--- src/rtl/mvm_stream_param.sv ---
// Streaming KxK signed matrix-vector multiplier with P parallel MAC lanes.
// Operands are retained across runs; results stream out with valid/ready and a last marker.
module mvm_stream_param #(
  parameter int K   = 16,
  parameter int B   = 8,
  parameter int P   = 4,
  parameter int OW  = 2*B,
  parameter int SAT = 1
) (
  input  logic          clk,
  input  logic          reset,
  input  logic          load_matrix,
  input  logic          load_vector,
  input  logic          start,
  input  logic          in_valid,
  output logic          in_ready,
  input  logic [B-1:0]  data_in,
  output logic          out_valid,
  input  logic          out_ready,
  output logic          out_last,
  output logic [OW-1:0] data_out,
  output logic          done,
  output logic          busy
);

  localparam int AW = 2*B + $clog2(K);
  localparam int N  = K*K/P;
  localparam int MW = $clog2(K*K);
  localparam int XW = $clog2(K);
  localparam int CW = $clog2(N+1);
  // Narrowing bounds assume OW <= AW, which holds for OW = 2B.
  localparam logic signed [AW-1:0] SAT_MAX = {{(AW-OW+1){1'b0}}, {(OW-1){1'b1}}};
  localparam logic signed [AW-1:0] SAT_MIN = {{(AW-OW+1){1'b1}}, {(OW-1){1'b0}}};

  typedef enum logic [2:0] {IDLE, LOAD_M, LOAD_V, COMPUTE, OUTPUT} state_t;

  state_t                state_q, state_d;
  logic                  m_loaded_q, m_loaded_d;
  logic                  v_loaded_q, v_loaded_d;
  logic [MW-1:0]         load_cnt_q, load_cnt_d;
  logic [CW-1:0]         issue_cnt_q, issue_cnt_d;
  logic [MW-1:0]         mat_base_q, mat_base_d;
  logic [XW-1:0]         vec_base_q, vec_base_d;
  logic [XW-1:0]         row_q, row_d;
  logic signed [AW-1:0]  tree_sum_q, tree_sum_d;
  logic                  tree_valid_q, tree_valid_d;
  logic                  tree_first_q, tree_first_d;
  logic                  tree_last_q, tree_last_d;
  logic [XW-1:0]         tree_row_q, tree_row_d;
  logic signed [AW-1:0]  acc_q, acc_d;
  logic [XW-1:0]         out_idx_q, out_idx_d;
  logic                  done_q, done_d;

  logic signed [B-1:0]   mat_mem [K*K];
  logic signed [B-1:0]   vec_mem [K];
  logic [OW-1:0]         y_mem   [K];

  logic                  mat_we, vec_we, y_we;
  logic signed [2*B-1:0] prod;
  logic signed [AW-1:0]  lane_sum;
  logic signed [AW-1:0]  acc_sum;

  function automatic logic [OW-1:0] narrow(input logic signed [AW-1:0] v);
    if (SAT != 0) begin
      if (v > SAT_MAX) return SAT_MAX[OW-1:0];
      if (v < SAT_MIN) return SAT_MIN[OW-1:0];
    end
    return v[OW-1:0];
  endfunction

  // One row chunk of P products per cycle; rows are contiguous in mat_mem.
  always_comb begin
    prod     = '0;
    lane_sum = '0;
    for (int l = 0; l < P; l++) begin
      prod     = mat_mem[mat_base_q + MW'(l)] * vec_mem[vec_base_q + XW'(l)];
      lane_sum = lane_sum + AW'(prod);
    end
  end

  assign acc_sum = (tree_first_q ? '0 : acc_q) + tree_sum_q;

  always_comb begin
    state_d      = state_q;
    m_loaded_d   = m_loaded_q;
    v_loaded_d   = v_loaded_q;
    load_cnt_d   = load_cnt_q;
    issue_cnt_d  = issue_cnt_q;
    mat_base_d   = mat_base_q;
    vec_base_d   = vec_base_q;
    row_d        = row_q;
    tree_sum_d   = tree_sum_q;
    tree_valid_d = 1'b0;
    tree_first_d = 1'b0;
    tree_last_d  = 1'b0;
    tree_row_d   = tree_row_q;
    acc_d        = acc_q;
    out_idx_d    = out_idx_q;
    done_d       = 1'b0;
    mat_we       = 1'b0;
    vec_we       = 1'b0;
    y_we         = tree_valid_q & tree_last_q;
    if (tree_valid_q) acc_d = acc_sum;

    case (state_q)
      IDLE: begin
        load_cnt_d = '0;
        if (load_matrix) begin
          state_d = LOAD_M;
        end else if (load_vector) begin
          state_d = LOAD_V;
        end else if (start && m_loaded_q && v_loaded_q) begin
          state_d     = COMPUTE;
          issue_cnt_d = '0;
          mat_base_d  = '0;
          vec_base_d  = '0;
          row_d       = '0;
        end
      end
      LOAD_M: begin
        if (in_valid) begin
          mat_we = 1'b1;
          if (load_cnt_q == MW'(K*K-1)) begin
            m_loaded_d = 1'b1;
            state_d    = IDLE;
            load_cnt_d = '0;
          end else begin
            load_cnt_d = load_cnt_q + 1'b1;
          end
        end
      end
      LOAD_V: begin
        if (in_valid) begin
          vec_we = 1'b1;
          if (load_cnt_q == MW'(K-1)) begin
            v_loaded_d = 1'b1;
            state_d    = IDLE;
            load_cnt_d = '0;
          end else begin
            load_cnt_d = load_cnt_q + 1'b1;
          end
        end
      end
      COMPUTE: begin
        // The final cycle only drains the adder-tree register into y.
        if (issue_cnt_q != CW'(N)) begin
          tree_valid_d = 1'b1;
          tree_first_d = (vec_base_q == '0);
          tree_last_d  = (vec_base_q == XW'(K-P));
          tree_row_d   = row_q;
          tree_sum_d   = lane_sum;
          issue_cnt_d  = issue_cnt_q + 1'b1;
          mat_base_d   = mat_base_q + MW'(P);
          if (tree_last_d) begin
            vec_base_d = '0;
            row_d      = row_q + 1'b1;
          end else begin
            vec_base_d = vec_base_q + XW'(P);
          end
        end else begin
          state_d   = OUTPUT;
          done_d    = 1'b1;
          out_idx_d = '0;
        end
      end
      OUTPUT: begin
        if (out_ready) begin
          if (out_idx_q == XW'(K-1)) state_d = IDLE;
          else out_idx_d = out_idx_q + 1'b1;
        end
      end
      default: state_d = IDLE;
    endcase
  end

  always_ff @(posedge clk or negedge reset) begin
    if (!reset) begin
      state_q      <= IDLE;
      m_loaded_q   <= 1'b0;
      v_loaded_q   <= 1'b0;
      load_cnt_q   <= '0;
      issue_cnt_q  <= '0;
      mat_base_q   <= '0;
      vec_base_q   <= '0;
      row_q        <= '0;
      tree_sum_q   <= '0;
      tree_valid_q <= 1'b0;
      tree_first_q <= 1'b0;
      tree_last_q  <= 1'b0;
      tree_row_q   <= '0;
      acc_q        <= '0;
      out_idx_q    <= '0;
      done_q       <= 1'b0;
    end else begin
      state_q      <= state_d;
      m_loaded_q   <= m_loaded_d;
      v_loaded_q   <= v_loaded_d;
      load_cnt_q   <= load_cnt_d;
      issue_cnt_q  <= issue_cnt_d;
      mat_base_q   <= mat_base_d;
      vec_base_q   <= vec_base_d;
      row_q        <= row_d;
      tree_sum_q   <= tree_sum_d;
      tree_valid_q <= tree_valid_d;
      tree_first_q <= tree_first_d;
      tree_last_q  <= tree_last_d;
      tree_row_q   <= tree_row_d;
      acc_q        <= acc_d;
      out_idx_q    <= out_idx_d;
      done_q       <= done_d;
    end
  end

  always_ff @(posedge clk) begin
    if (mat_we) mat_mem[load_cnt_q] <= data_in;
    if (vec_we) vec_mem[load_cnt_q[XW-1:0]] <= data_in;
    if (y_we) y_mem[tree_row_q] <= narrow(acc_sum);
  end

  assign busy      = (state_q != IDLE);
  assign in_ready  = (state_q == LOAD_M) || (state_q == LOAD_V);
  assign out_valid = (state_q == OUTPUT);
  assign out_last  = out_valid && (out_idx_q == XW'(K-1));
  assign data_out  = out_valid ? y_mem[out_idx_q] : '0;
  assign done      = done_q;

endmodule

--- config.mk ---
export PLATFORM = sky130hd
export DESIGN_NAME = mvm_stream_param
export DESIGN_NICKNAME = d
export VERILOG_FILES = /design/src/rtl/mvm_stream_param.sv
export SDC_FILE = /design/constraint.sdc
export NUM_CORES = 2
export LEC_CHECK = 0
export CAP_MARGIN = 20
export CORE_ASPECT_RATIO = 1.4
export CORE_MARGIN = 3
export CORE_UTILIZATION = 38
export DETAILED_ROUTE_END_ITERATION = 12
export HOLD_SLACK_MARGIN = 0.08
export PLACE_DENSITY_LB_ADDON = 0.05
export SLEW_MARGIN = 20
export SYNTH_ARGS = -nofsm -noshare
export SYNTH_HDL_FRONTEND = slang
export SYNTH_SLANG_ARGS = --single-unit
--- constraint.sdc ---
create_clock -name clk -period 8.2 [get_ports clk]
set_clock_uncertainty 0.05 [all_clocks]
set_input_delay 1.64 -clock clk [delete_from_list [all_inputs] [get_ports clk]]
set_output_delay 1.64 -clock clk [all_outputs]
set_load 0.005 [all_outputs]
# Word level (Yosys, flattened, before mapping)
# Memory sizes are Yosys's and may differ from the RTL's.
# Cells that the tools add are included.
word_totals:
  ff_bits: 88
  mem_bits_rw: 2432
  input_bits: 15
  out_inout_bits: 21
  word_cells: 151
  n_memories: 3
mem_list:
  columns: ["name", "depth", "word_bits", "rd", "rd_ports_with_merged_regs", "write_ports", "line", "rtl"]
  rows:
  - ["mat_mem", 256, 8, 4, 0, 1, "54", "logic signed [B-1:0] mat_mem [K*K];"]
  - ["y_mem", 16, 16, 1, 0, 1, "56", "logic [OW-1:0] y_mem [K];"]
  - ["vec_mem", 16, 8, 4, 0, 1, "55", "logic signed [B-1:0] vec_mem [K];"]
op_classes:
  add_sub_neg: 16
  multipliers: 4
  n_lt_le_gt_ge: 2
  n_eq_ne: 23
  mux: 68
  n_bitwise: 1
  reduce_logical: 18
ops:
  columns: ["operator", "n"]
  rows:
  - ["$mux 16", 6]
  - ["$mul 8x8->16", 4]
  - ["$mux 8", 8]
  - ["$mux 4", 10]
  - ["$mux 3", 10]
  - ["$mux 7", 4]
  - ["$pmux 4 s2", 3]
  - ["$pmux 8 s3", 1]
  - ["$mux 1", 22]
  - ["$ne 2x2->1 const B", 11]
  - ["$add 20x20->20", 1]
  - ["$gt 20x16->1 const B", 1]
  - ["$lt 20x16->1 const B", 1]
  - ["$mux 20", 1]
  - ["$add 18x16->19", 1]
  - ["$add 17x16->18", 1]
  - ["$add 16x16->17", 1]
  - ["$add 8x1->8 const B", 2]
  - ["$add 8x2->8 const B", 2]
  - ["$pmux 8 s2", 1]
  - ["$pmux 3 s5", 1]
  - ["$pmux 7 s2", 1]
  - ["$add 4x1->4 const B", 3]
  - ["$reduce_and 3->1", 3]
  - ["other kinds (25)", 33]

# Longest topological paths before layout
logic_depth:
  word_depth: 9
  mapped_depth: 31
  depth_no_buf: 28

# Worst setup path before layout
# No wires, ideal clock.
synth_timing:
  path_type: "register -> register"
  startpoint: "register mat_base_q[2]"
  endpoint: "register tree_sum_q[17]"
  setup_ps: 69
  t_arrival_ps: 8741
  required_ps: 8081
  setup_slack_ps: -659
  stages_incl_launch_ff: 30
  period_less_slack_ps: 8859
  cell_sequence: "dfrtp_1 > clkbuf_1 > buf_1 > mux4_2 > mux4_2 > mux4_2 > and2_1 > fa_1 > ha_1 > inv_1 > fa_1 > inv_1 > fa_1 > inv_1 > fa_1 > inv_1 > fa_1 > inv_1 > fa_1 > inv_1 > fa_1 > fa_1 > a21o_1 > a21oi_1 > o21bai_1 > a2111o_1 > nand3_1 > a311oi_1 > or3_1 > nand3_1"
synth_via:
  elab_chain_cells: 6
  elab_cells_between_ends: 11
  cone_classes: "add/sub: 6; mul: 4; memory: 1"
synth_rtl:
  columns: ["item", "line", "rtl"]
  rows:
  - ["start: declaration", "42", "logic [MW-1:0] mat_base_q, mat_base_d;"]
  - ["start signal: assignment", "200", "mat_base_q <= mat_base_d;"]
  - ["$add 8x1->8", "76", "prod = mat_mem[mat_base_q + MW'(l)] * vec_mem[vec_base_q + XW'(l)];"]
  - ["$mem_v2 256x8 (*)", null, null]
  - ["$mul 8x8->16", "76", null]
  - ["$add 16x16->17", "77", "lane_sum = lane_sum + AW'(prod);"]
  - ["$add 17x16->18", "77", null]
  - ["$add 18x16->19 (*)", "77", null]
  - ["end signal: assignment", "203", "tree_sum_q <= tree_sum_d;"]
  - ["end: declaration", "45", "logic signed [AW-1:0] tree_sum_q, tree_sum_d;"]
# Every way passes the cells marked *; elsewhere a longest branch is shown, timed or not.
# A chain may end at the register's enable or synchronous reset.

# Worst setup path after layout
layout_timing:
  startpoint: "register mat_base_q[2]"
  endpoint: "register tree_sum_q[18]"
# Same word-level chain as after synthesis.

==> results <==
- The worst hold path belongs to the class reg -> reg.
- For the pin with the worst max-slew slack, the measured transition is approximately 1.1 ns.
- The final weighted congestion in routability-driven placement is 0.8377.
- The clock latency on the worst-skew pair is 0.84 ns.
- The first TritonRoute pass finished after 7 iterations.
- The worst setup path is captured at a flip-flop.
- In this run the horizontal extent of the chip is 458.8 um.
- The via count of the first global-routing pass came to 56860.
- Of the post-synthesis cell area, the dominant cell type holds 0.6695.
- The kind of critical path is reg -> reg.
- The commonest register cell after synthesis is sky130_fd_sc_hd__edfxtp_1.
- The total count of hold-check failures in the final report is 0.
- The floorplan step defined a die boundary enclosing between 0.2 and 0.3 mm2.
- The post-detailed-route via-to-cell ratio is 5.268.
- In this run the critical register-to-register path is launched from mat_base_q[2].
- The TritonCTS clock tree is done.
- Synthesis produced 5495 cells.
- In this run the most critical hold path is launched from v_loaded_q.
- The detailed-route DRC error count is 0.
- After floorplanning, the core was divided into 232 placement rows.
- The root buffer selected by CTS is sky130_fd_sc_hd__clkbuf_16.
- In this run the mean area of a mapped cell was 19.85 um2.
- The wire length of the first global-routing pass is 429.6 mm.
- The total clock buffers created by CTS is 267.
- The yosys synthesis warning count is 0.
- The final number of max-transition violations is 0.
- The number of failing setup endpoints in the final timing report is 13.
- The cell area after layout is 0.1266 mm2.
- The worst hold path terminates at v_loaded_q.
- The cell taking the most area after synthesis is sky130_fd_sc_hd__edfxtp_1.
- In the synthesized netlist the async set-or-reset flop fraction comes to 0.03300.
- The residual antenna-violating net count after detailed routing is 0.
- Along the worst hold path, the cell count comes to 1.
- The area inside the core boundary is between 0.2 and 0.3 mm2.
- At the end of the flow, the number of nets in the layout was 6464.
- Headroom to the max-slew limit came out at 0.2485.
- The proportion of layout cells with a drive suffix above 1 is 0.2745.
- The number of H-tree levels is 5.
- The first-iteration detailed-routing DRC count is about 3700.
- The initial antenna violation count is 5.
- The count of cell types in the netlist is 59.
- The required time of the critical path is between 8 and 9 ns.
- Across all register-to-register paths, the minimum setup slack is -0.94 ns.
- The cell with the most instances after synthesis is sky130_fd_sc_hd__edfxtp_1.
- The startpoint kind of the worst setup timing path is a flip-flop.
- The routed wire length is 298.9 mm.
- In this design, the stage delay of the slowest critical-path cell is 0.62 ns.
- The synthesized netlist occupies a cell area of 0.1091 mm2.
- Setup repair after global routing could not meet its margin everywhere.
- In this run, synthesis produced a sequential element count of approximately 2500.
- The sequential cell area fraction in the yosys report is 0.6886.
- The number of cells on the worst reg-to-reg path is 29.
- From synthesis to final layout, the design area changed by 16.10%.
- The vertical die dimension is 639.9 um.
- The I/O pin total is 36.
- The layout filler cell count is 24510.
- Based on the critical path, the design can be clocked at up to around 0.11 GHz.
- The most used cell along the critical path is sky130_fd_sc_hd__fa_1.
- Counting flops with a built-in enable in the synthesized netlist gives roughly 2400.
- Entering global routing, the biggest net connects 161 pins.
- The run finished, with violations left.
- The routed design could run at a clock period as short as 9.144 ns.
- The wire-length estimate of the detail-placed layout is between 150 and 200 mm.
- The cell at the slowest stage of the critical path is sky130_fd_sc_hd__mux4_2.
- The critical path data arrival time is 9.78 ns.
- The minimum setup slack in the final design is -0.9438 ns.
- The clock passes through at most 4 buffers.
- The routed layout has 52380 vias.
- The final reports fail on setup timing.
- The post-detailed-route wirelength per cell is 30.07 um.
- The clock drives 2515 sinks.
- The overall routing resource usage is 0.2038.
- The endpoint of the worst register-to-register path is tree_sum_q[18].
- Setup total negative slack on the finished layout was measured at -8.996 ns.
- The portion of the clock cycle consumed by the worst path in the final layout is 1.115.
- The maximum fanout along the worst path is 13.
- The CTS clock-pin slew for the worst setup and hold paths is roughly 0.07 ns.
- The commonest cells after synthesis are 2432 x sky130_fd_sc_hd__edfxtp_1, 781 x sky130_fd_sc_hd__mux4_2, 410 x sky130_fd_sc_hd__inv_1, 363 x sky130_fd_sc_hd__nor2_1, 328 x sky130_fd_sc_hd__fa_1.
- The total overflow left after global routing is 0.
- Ranked by total cell area, the synthesized netlist is headed by sky130_fd_sc_hd__edfxtp_1 67%, sky130_fd_sc_hd__mux4_2 16%, sky130_fd_sc_hd__fa_1 6.0%.
- The initial utilization of the core area, before any placement, comes to 0.3823.
- In this run the cell area measured after placement is 0.1172 mm2.
- Input and output buffers added on the ports amount to 35.
- The tool flagged a number of max-cap violations equal to 0.
- The number of nets handed over by synthesis was 5966.
## through the flow
stage	setup slack, ns	cells	hold slack (ns)	utilization
detailed placement	-1.049	9407	0.4221	0.4106
finish	-0.9438	9942	0.4398	0.4438
floorplan	-0.1214	5495	0.3892	-
CTS	-0.9130	9897	0.4363	0.4418
global route	-1.183	9937	0.4662	0.4438
global placement	-1.133	9405	0.4154	0.4105
## cells in the final DEF (no fill, tap or decap), types with 50 or more instances in the layout
cell,count
sky130_fd_sc_hd__fa_1,316
sky130_fd_sc_hd__clkbuf_16,282
sky130_fd_sc_hd__inv_1,405
sky130_fd_sc_hd__mux4_2,781
sky130_fd_sc_hd__nand2_1,146
sky130_fd_sc_hd__dfrtp_1,73
sky130_fd_sc_hd__clkinv_1,55
sky130_fd_sc_hd__clkbuf_1,51
sky130_fd_sc_hd__buf_4,325
sky130_fd_sc_hd__and2_1,174
sky130_fd_sc_hd__o21ai_0,50
sky130_fd_sc_hd__nor2_1,348
sky130_fd_sc_hd__buf_12,70
sky130_fd_sc_hd__ha_1,124
sky130_fd_sc_hd__edfxtp_1,2432
## cell type report
cell class / instances / area [um2] / share of cell area
sequential: 2515 / 75130 / 0.5933
multi-input combinational: 2320 / 31730 / 0.2505
clock buffer: 329 / 7114 / 0.05618
timing repair buffer: 479 / 5141 / 0.04060
tap: 3744 / 4684 / 0.03699
inverter: 410 / 1539 / 0.01215
clock inverter: 137 / 1284 / 0.01014
antenna: 8 / 20.02 / 0.0001581
## worst max-delay path by stage
stage,slack [ns],cells past startpoint,start,to
CTS,-0.91,25,mat_base_q[2],tree_sum_q[16]
global route,-1.18,31,mat_base_q[2],tree_sum_q[18]
finish,-0.94,29,mat_base_q[2],tree_sum_q[18]
floorplan,-0.12,30,mat_base_q[2],tree_sum_q[17]
detailed placement,-1.05,25,mat_base_q[2],tree_sum_q[16]
global placement,-1.13,28,mat_base_q[2],tree_sum_q[16]
## routing by layer
layer  up-vias  global-route usage  wire length (um)
met5         -                   0                 0
met4         0             0.04858              7056
met3       315             0.02327              9505
met2       941              0.3709            160200
met1     28620              0.2601            122100
li1      22500                   -                 -
## registers in the layout, indices dropped and copies added, names as in the netlist
name,count
tree_sum_q,19
acc_q,20
mat_base_q,6
row_q,4
tree_valid_q,1
tree_first_q,1
mat_mem,2048
load_cnt_q,8
m_loaded_q,1
done,1
vec_mem,128
issue_cnt_q,7
state_q,3
y_mem,256
out_idx_q,4
tree_last_q,1
v_loaded_q,1
tree_row_q,4
vec_base_q,2
## worst max-delay path, delay by kind of cell, from the launching register on
kind / cells / cell delay, ns
flops: 1 / 0.52
simple gates: 1 / 0.22
buf+inv: 9 / 0.95
mux: 3 / 1.60
compound gates: 6 / 1.18
xor+xnor: 1 / 0.13
fa+ha+maj: 9 / 4.32
## logic make-up after synthesis
logic type | share of synthesized area
and+or+nand+nor | 0.03610
buffers and inverters | 0.02340
DFF | 0.6886
muxes | 0.1634
adders and majority gates | 0.07497
xor gates and xnor gates | 0.003854
AOI/OAI and AO/OA | 0.009773
## repair_timing
item	4_1_cts	5_1_grt
gates cloned	4	7
hold buffers	0	0
gates resized for setup	51	39
buffers inserted	20	32
pin swaps	16	24
endpoints found under the setup margin	13	14
Power is left out: the tool's default activity adds up to more than one toggle a clock period on the data nets, which glitch-free logic cannot reach.
